--- config.mk ---
export PLATFORM = sky130hd
export DESIGN_NAME = logic_engine
export DESIGN_NICKNAME = d
export VERILOG_FILES = /design/src/rtl/logic_engine.sv
export SDC_FILE = /design/constraint.sdc
export NUM_CORES = 1
export LEC_CHECK = 0
export BUFFER_PORTS_ARGS = -buffer_cell sky130_fd_sc_hd__buf_4
export CAP_MARGIN = 10
export CORE_MARGIN = 3
export CORE_UTILIZATION = 46
export DETAILED_ROUTE_END_ITERATION = 8
export PLACE_DENSITY = 0.73
export SETUP_SLACK_MARGIN = 0.2
export SYNTH_ARGS = -nofsm -noshare
export SYNTH_HDL_FRONTEND = slang
export SYNTH_SLANG_ARGS = --single-unit
--- constraint.sdc ---
create_clock -name clk -period 2.6 [get_ports clk]
set_clock_uncertainty 0.1 [all_clocks]
set_input_delay 0 -clock clk [delete_from_list [all_inputs] [get_ports clk]]
set_output_delay 0 -clock clk [all_outputs]
set_load 0.02 [all_outputs]
--- src/rtl/logic_engine.sv ---
// logic_engine: bitwise / rotate / popcount engine with an optional accumulator
// operand. Single-cycle ops finish straight from IDLE. ROTL rotates one bit per
// cycle. POPCOUNT examines one bit per cycle. Each result is held in DONE until
// the consumer takes it.
module logic_engine #(
   parameter  int WIDTH = 4,
   localparam int CW    = $clog2(WIDTH)
) (
   input  logic                 clk,
   input  logic                 rst,
   input  logic [WIDTH-1:0]     x,
   input  logic [WIDTH-1:0]     y,
   input  logic [2:0]           op,
   input  logic                 acc_en,
   input  logic                 in_valid,
   output logic                 in_ready,
   output logic [2*WIDTH-1:0]   z,
   output logic                 out_valid,
   input  logic                 out_ready,
   output logic [WIDTH-1:0]     acc
);

   localparam int ZW   = 2 * WIDTH;
   localparam int CNTW = $clog2(ZW) + 1;

   typedef enum logic [1:0] {
      IDLE = 2'd0,
      EXEC = 2'd1,
      DONE = 2'd2
   } state_e;

   typedef enum logic [2:0] {
      OP_AND  = 3'd0,
      OP_OR   = 3'd1,
      OP_XOR  = 3'd2,
      OP_NOT  = 3'd3,
      OP_NAND = 3'd4,
      OP_XNOR = 3'd5,
      OP_ROTL = 3'd6,
      OP_POP  = 3'd7
   } op_e;

   state_e            state;
   logic              pop_mode;
   logic              acc_en_q;
   logic [WIDTH-1:0]  rot;
   logic [ZW-1:0]     sh;
   logic [CNTW-1:0]   cnt;
   logic [CNTW-1:0]   pop;

   logic [WIDTH-1:0]  a_sel;
   logic [CW-1:0]     amt;
   logic [ZW-1:0]     quick;
   logic              go_exec;
   logic [WIDTH-1:0]  rot_nx;
   logic [CNTW-1:0]   pop_nx;
   logic [ZW-1:0]     pop_z;

   assign in_ready  = (state == IDLE);
   assign out_valid = (state == DONE);

   // Operand selection, single-cycle results and next values for the iterative ops
   always_comb begin
      a_sel   = acc_en ? acc : x;
      amt     = y[CW-1:0];
      quick   = '0;
      case (op)
         OP_AND:  quick[WIDTH-1:0] = a_sel & y;
         OP_OR:   quick[WIDTH-1:0] = a_sel | y;
         OP_XOR:  quick[WIDTH-1:0] = a_sel ^ y;
         OP_NOT:  quick            = ~{y, a_sel};
         OP_NAND: quick[WIDTH-1:0] = ~(a_sel & y);
         OP_XNOR: quick[WIDTH-1:0] = ~(a_sel ^ y);
         OP_ROTL: quick[WIDTH-1:0] = a_sel;
         default: quick            = '0;
      endcase
      go_exec = (op == OP_POP) || ((op == OP_ROTL) && (amt != '0));
      rot_nx  = {rot[WIDTH-2:0], rot[WIDTH-1]};
      pop_nx  = pop + CNTW'(sh[0]);
      pop_z   = ZW'(pop_nx);
   end

   // Control FSM plus result, accumulator and iteration registers
   always_ff @(posedge clk) begin
      if (rst) begin
         state    <= IDLE;
         pop_mode <= 1'b0;
         acc_en_q <= 1'b0;
         rot      <= '0;
         sh       <= '0;
         cnt      <= '0;
         pop      <= '0;
         z        <= '0;
         acc      <= '0;
      end else begin
         case (state)
            IDLE: begin
               if (in_valid) begin
                  acc_en_q <= acc_en;
                  if (go_exec) begin
                     state    <= EXEC;
                     pop_mode <= (op == OP_POP);
                     rot      <= a_sel;
                     sh       <= {y, a_sel};
                     pop      <= '0;
                     cnt      <= (op == OP_POP) ? CNTW'(ZW) : CNTW'(amt);
                  end else begin
                     state <= DONE;
                     z     <= quick;
                     if (acc_en)
                        acc <= quick[WIDTH-1:0];
                  end
               end
            end
            EXEC: begin
               cnt <= cnt - CNTW'(1);
               if (pop_mode) begin
                  pop <= pop_nx;
                  sh  <= sh >> 1;
               end else begin
                  rot <= rot_nx;
               end
               // The last iteration writes its result straight into z, so DONE
               // is entered on the same edge as the final step.
               if (cnt == CNTW'(1)) begin
                  state <= DONE;
                  if (pop_mode) begin
                     z <= pop_z;
                     if (acc_en_q)
                        acc <= pop_z[WIDTH-1:0];
                  end else begin
                     z <= ZW'(rot_nx);
                     if (acc_en_q)
                        acc <= rot_nx;
                  end
               end
            end
            DONE: begin
               if (out_ready)
                  state <= IDLE;
            end
            default: state <= IDLE;
         endcase
      end
   end

endmodule
# [Word level (Yosys, flattened, before mapping)]
# Cells that the tools add are included.
[op_classes] bitwise=6 n_reduce_logical=14 mux=37 addsub=2 n_eq_ne=19
[ops] op="4-bit 2-to-1 mux" count=19
[ops] op="8-bit 2-to-1 mux" count=6
[ops] op="4-bit case mux with 2 select lines" count=4
[ops] op="8-bit case mux with 2 select lines" count=2
[ops] op="4-bit case mux with 7 select lines" count=1
[ops] op="2-bit inequality test (second input constant)" count=7
[ops] op="3-bit equality test (second input constant)" count=4
[ops] op="4-bit AND reduction" count=3
[ops] op="3-bit AND reduction" count=3
[ops] op="2-bit 2-to-1 mux" count=4
[ops] op="4-bit NOT" count=2
[ops] op="8-bit NOT" count=1
[ops] op="3-bit by 2-bit equality test with 1-bit output (second input constant)" count=2
[ops] op="2-bit case mux with 3 select lines" count=1
[ops] op="6-bit AND reduction" count=1
[ops] op="4-bit by 1-bit adder with 4-bit output" count=1
[ops] op="4-bit AND" count=1
[ops] op="4-bit by 1-bit equality test with 1-bit output (second input constant)" count=1
[ops] op="2-bit by 1-bit inequality test with 1-bit output (second input constant)" count=2
[ops] op="4-bit OR" count=1
[ops] op="2-bit nonzero test" count=2
[ops] op="4-bit by 1-bit subtractor with 4-bit output (second input constant)" count=1
[ops] op="4-bit bitwise XOR" count=1
[ops] op="3-bit by 1-bit equality test with 1-bit output (second input constant)" count=1
[ops] op="other kinds (7)" count=7
[word_totals] out_inout_bits=14 regBits=36 in_bits=16 wordCells=87

# [Depth between registers and ports, before layout]
[depth] ltp_word=8 depth_mapped=9 ltp_nobuf=8

# [Worst setup path before layout]
# Ideal clock, no wire load.
[synth_path] path_type="flip-flop to flip-flop" from="reg cnt[1]" to="reg z[5]" stages_incl_launch_ff=8 setup_slack_ps=732 n_path_buf=0 synth_period_minus_slack_ps=1868 arrival_ps=1698 cell_sequence="dfxtp_1 -> inv_1 -> ha_1 -> nor4bb_1 -> o21ai_1 -> a21o_1 -> or3_1 -> a21oi_1"
[synth_between] elab_chain_cells=3
[synth_lines] item="start: declaration" line="48" text="logic [CNTW-1:0] cnt;"
[synth_lines] item="start signal: assignment" line="106" text="cnt <= (op == OP_POP) ? CNTW'(ZW) : CNTW'(amt);"
[synth_lines] item="start signal: assignment" line="116" text="cnt <= cnt - CNTW'(1);"
[synth_lines] item="4-bit by 1-bit equality test with 1-bit output" line="125" text="if (cnt == CNTW'(1)) begin"
[synth_lines] item="2-bit inequality test (no line)"
[synth_lines] item="4-bit AND reduction (no line)"
[synth_lines] item="end signal: assignment" line="109" text="z <= quick;"
[synth_lines] item="end signal: assignment" line="128" text="z <= pop_z;"
[synth_lines] item="end signal: assignment" line="132" text="z <= ZW'(rot_nx);"
[synth_lines] item="end: declaration" line="17" text="output logic [2*WIDTH-1:0] z,"
# No other way between the ends.
# A chain may end at the register's enable or synchronous reset.

# [Worst setup path after layout]
[layout_path] from="in acc_en" to="reg acc[0]"
[layout_between] elab_chain_cells=8 word_cells_on_any_way=14 classes_between="eq/ne: 1; mux: 6; bitwise: 6; reduce/logical: 1"
[layout_lines] item="start: declaration" line="14" text="input logic acc_en,"
[layout_lines] item="4-bit 2-to-1 mux" line="64" text="a_sel = acc_en ? acc : x;"
[layout_lines] item="4-bit bitwise XOR or 4-bit AND (tied branches)"
[layout_lines] item="4-bit NOT (on tied branches)" line="73, 72"
[layout_lines] item="4-bit case mux with 7 select lines" line="67" text="case (op)"
[layout_lines] item="4-bit 2-to-1 mux" line="110" text="if (acc_en)"
[layout_lines] item="4-bit 2-to-1 mux" line="100" text="if (go_exec) begin"
[layout_lines] item="4-bit 2-to-1 mux" line="98" text="if (in_valid) begin"
[layout_lines] item="4-bit case mux with 2 select lines" line="96" text="case (state)"
[layout_lines] item="end signal: assignment" line="111" text="acc <= quick[WIDTH-1:0];"
[layout_lines] item="end signal: assignment" line="130" text="acc <= pop_z[WIDTH-1:0];"
[layout_lines] item="end signal: assignment" line="134" text="acc <= rot_nx;"
[layout_lines] item="end: declaration" line="20" text="output logic [WIDTH-1:0] acc"
# Parallel ways exist; a longest one is shown, timed or not. The select of a mux whose other input is x is not followed.

==> run_results.csv <==
group,metric,value,unit
outcome,outcome,"completed",
placement,dpl_cell_area,2410,sq um
logic_synthesis,syn_area_per_cell,7.97,sq um
logic_synthesis,postSynthCellCount,271,
floorplanning,dieHeight,74.5,microns
logic_synthesis,synth_cell_types,42,
logic_synthesis,yosysSeqAreaShare,33.4,%
setup_path,worstRegToRegCells,5,
setup_path,critPathKind,"primary input to flop",
drt,avgRoutedWirePerCell,15.4,microns
power_and_ir_drop,p_sw_share,29.4,%
placement,hpwl,3970,microns
setup_path,crit_path_end,"acc[0]",
logic_synthesis,ys.flop_type,"dfxtp_1",
hold_path,hold_class,"primary input to flop",
clock_tree,clock_latency,0.29,ns
power_and_ir_drop,p_leak,0.00107,uW
placement,place_ws,0.493,ns
drt,drt_wl_total,5490,microns
logic_synthesis,synth_seq_cells,36,
sta,final.setup.worst_slack,0.441,ns
power_and_ir_drop,ir_drop,0.000392,V
final_layout,design_area,2600,sq um
logic_synthesis,syn-num-nets,299,
global_route,grt_pass1_vias,1948,
floorplanning,rows,24,
drt,avgViaCountPerCell,5.71,
global_route,grt-ovfl-total,0,
logic_synthesis,synth_top_area_share,33.4,%
floorplanning,core_area,4440,sq um
clock_tree,cts_buffer_depth,2,
drt,num_vias,2034,
power_and_ir_drop,internal-power,1010,uW
sta,min_period,2.16,ns
setup_path,worst_setup_path_end_kind,"flop",
clock_tree,h-tree-depth,2,
global_route,grt_use_total,21.3,%
power_and_ir_drop,clkPwrFrac,34.3,%
final_layout,area_delta_synth_final,20.2,%
drt,drc,0,
sta,drv_slew,0,
global_route,antenna_found_initial,0,
final_layout,diodes,0,
clock_tree,clkTransAtPathRegs,0.08,ns
job,cap_viol_max_count,0,
final_layout,final_cell_mix,"nand2_1 (36), dfxtp_1 (36), buf_4 (34)",
clock_tree,cts_tree,"done",
power_and_ir_drop,p_seq_share,43.0,%
drt,ant_nets,0,
placement,port-buffer-count,29,
sta,timing.fmax,463,MHz
logic_synthesis,ys_warn_count,0,
sta,slew_headroom,66.1,%
drt,firstDrtPassIters,4,
placement,place_congestion,0.852,
clock_tree,cts_setup_buffers,0,
sta,finalHoldViolations,0,
sta,setup-tns-final,0,ns
floorplanning,io-pin-count,30,
sta,rsz0062_at_grt,"no",
sta,setup_viol,0,
setup_path,rrSetupSlack,0.47,ns
clock_tree,cts_root_buf,"clkbuf_8",
clock_tree,cts_sinks,36,
logic_synthesis,async_reset_ff_share,0,%
setup_path,required,2.70,ns
clock_tree,cts_made_buffers,5,
sta,timing.final.crit_share,83.1,%
setup_path,cp.arrival,2.26,ns
final_layout,nets,331,
floorplanning,die_w,74.5,microns
setup_path,regToRegStartpoint,"state[0]",
final_layout,drive_gt1_share,17.4,%
power_and_ir_drop,power_frac_comb,22.6,%
logic_synthesis,synth_edf_count,0,
global_route,grt_first_pass_wirelength,9140,microns
setup_path,r2r_end,"z[4]",
floorplanning,start_util,48.6,%
drt,first_iter_violations,143,
logic_synthesis,syn-cell-area,2160,sq um
logic_synthesis,synthTopCellsByArea,"dfxtp_1 (33%), ha_1 (7.0%), nand2_1 (6.3%)",
power_and_ir_drop,power_switching,419,uW
final_layout,final_util,58.4,%
floorplanning,die_area,5550,sq um
sta,worstMarginPinSlew,0.494,ns
setup_path,worstSetupStartpoint,"acc_en",
power_and_ir_drop,power_density,549,nW/um^2
global_route,grt_max_degree,37,
logic_synthesis,synth_area_leader_cell,"dfxtp_1",
setup_path,crit_fanout,6,
setup_path,critPathLaunchType,"primary input",
-- synth_stat cells, types with 2 or more instances --
| cell type | count |
|---|---|
| xnor2_1 | 2 |
| mux2i_1 | 13 |
| and2_1 | 2 |
| nor2_1 | 30 |
| nand2b_1 | 4 |
| ha_1 | 12 |
| o211ai_1 | 11 |
| o32ai_1 | 2 |
| and2_0 | 2 |
| nor3_1 | 5 |
| nand3_1 | 4 |
| dfxtp_1 | 36 |
| or2_2 | 2 |
| nand2_1 | 36 |
| a311oi_1 | 11 |
| mux2_2 | 3 |
| nor2b_1 | 3 |
| a21oi_1 | 25 |
| a32oi_1 | 2 |
| inv_1 | 13 |
| or3_1 | 5 |
| a22oi_1 | 3 |
| nor3b_1 | 2 |
| clkbuf_1 | 13 |
| a31oi_1 | 2 |
| o21ai_0 | 11 |
| a2bb2oi_1 | 2 |
-- worst min-delay path by stage --
stage,start,to,cells past startpoint
2_1_floorplan,y[3],sh[7],2
3_3_place_gp,y[3],sh[7],3
3_5_place_dp,y[3],sh[7],3
4_1_cts,rst,pop[1],2
5_1_grt,rst,pop[1],2
6_report,rst,pop[1],2
-- sequential cells by signal, indices dropped and copies added, names as in the netlist --
register,count
cnt,4
acc,4
pop_mode,1
state,2
pop,4
z,8
acc_en_q,1
rot,4
sh,8
-- cell families after synthesis --
kind of cell | after synthesis | synth area share, %
xor gates and xnor gates | 2 | 0.811
muxes | 16 | 7.59
DFF | 36 | 33.4
AOI/OAI and AO/OA | 77 | 24.8
adders and majority gates | 12 | 6.95
and+or+nand+nor | 99 | 21.0
buffers and inverters | 29 | 5.45
-- layout make-up --
class                      instances  area [sq um]
clock buffer                       5          68.8
tap                               52          65.1
fill                             415          1850
inverter                          13          48.8
multi-input combinational        206          1330
sequential                        36           721
clock inverter                     3          42.5
timing repair buffer              41           325
-- per-layer routing --
metal | vias to the layer above | part of all wire, % | track usage [%]
met1 | 945 | 49 | 28.6
met3 | 9 | 3.8 | 4.32
met5 | - | 0 | 0
met4 | 0 | 1.2 | 6.32
li1 | 1034 | - | -
met2 | 46 | 46 | 34.6
-- power by group through the flow --
stage	Combinational [uW]	Clock (uW)	Sequential [uW]
floorplan	198	0	631
global placement	303	0	624
detailed placement	309	0	625
CTS	320	497	613
global route	358	520	617
finish	322	489	613
-- through the flow --
stage,power (uW),std cells,hold slack (ns)
final,1420,356,0.0191
after global routing,1500,356,0.0140
after CTS,1430,356,0.000611
after detailed placement,935,341,0.186
after global placement,927,341,0.178
after floorplan,829,271,0.0483
-- worst max-delay path: stages --
cell and delay [ns]:
dlygate4sd3_1 0.53, buf_4 0.16, mux2i_1 0.46, ha_1 0.34, mux2i_1 0.13, nand2_1 0.07, o211ai_1 0.11, o21ai_0 0.18
a311oi_1 0.27
-- timing repair --
action,4_1_cts,5_1_grt
endpoints found under the hold margin,10,0
resized for setup,0,1
hold buffers,7,0
endpoints found under the setup margin,0,2
(Power assumes the default switching activity.)
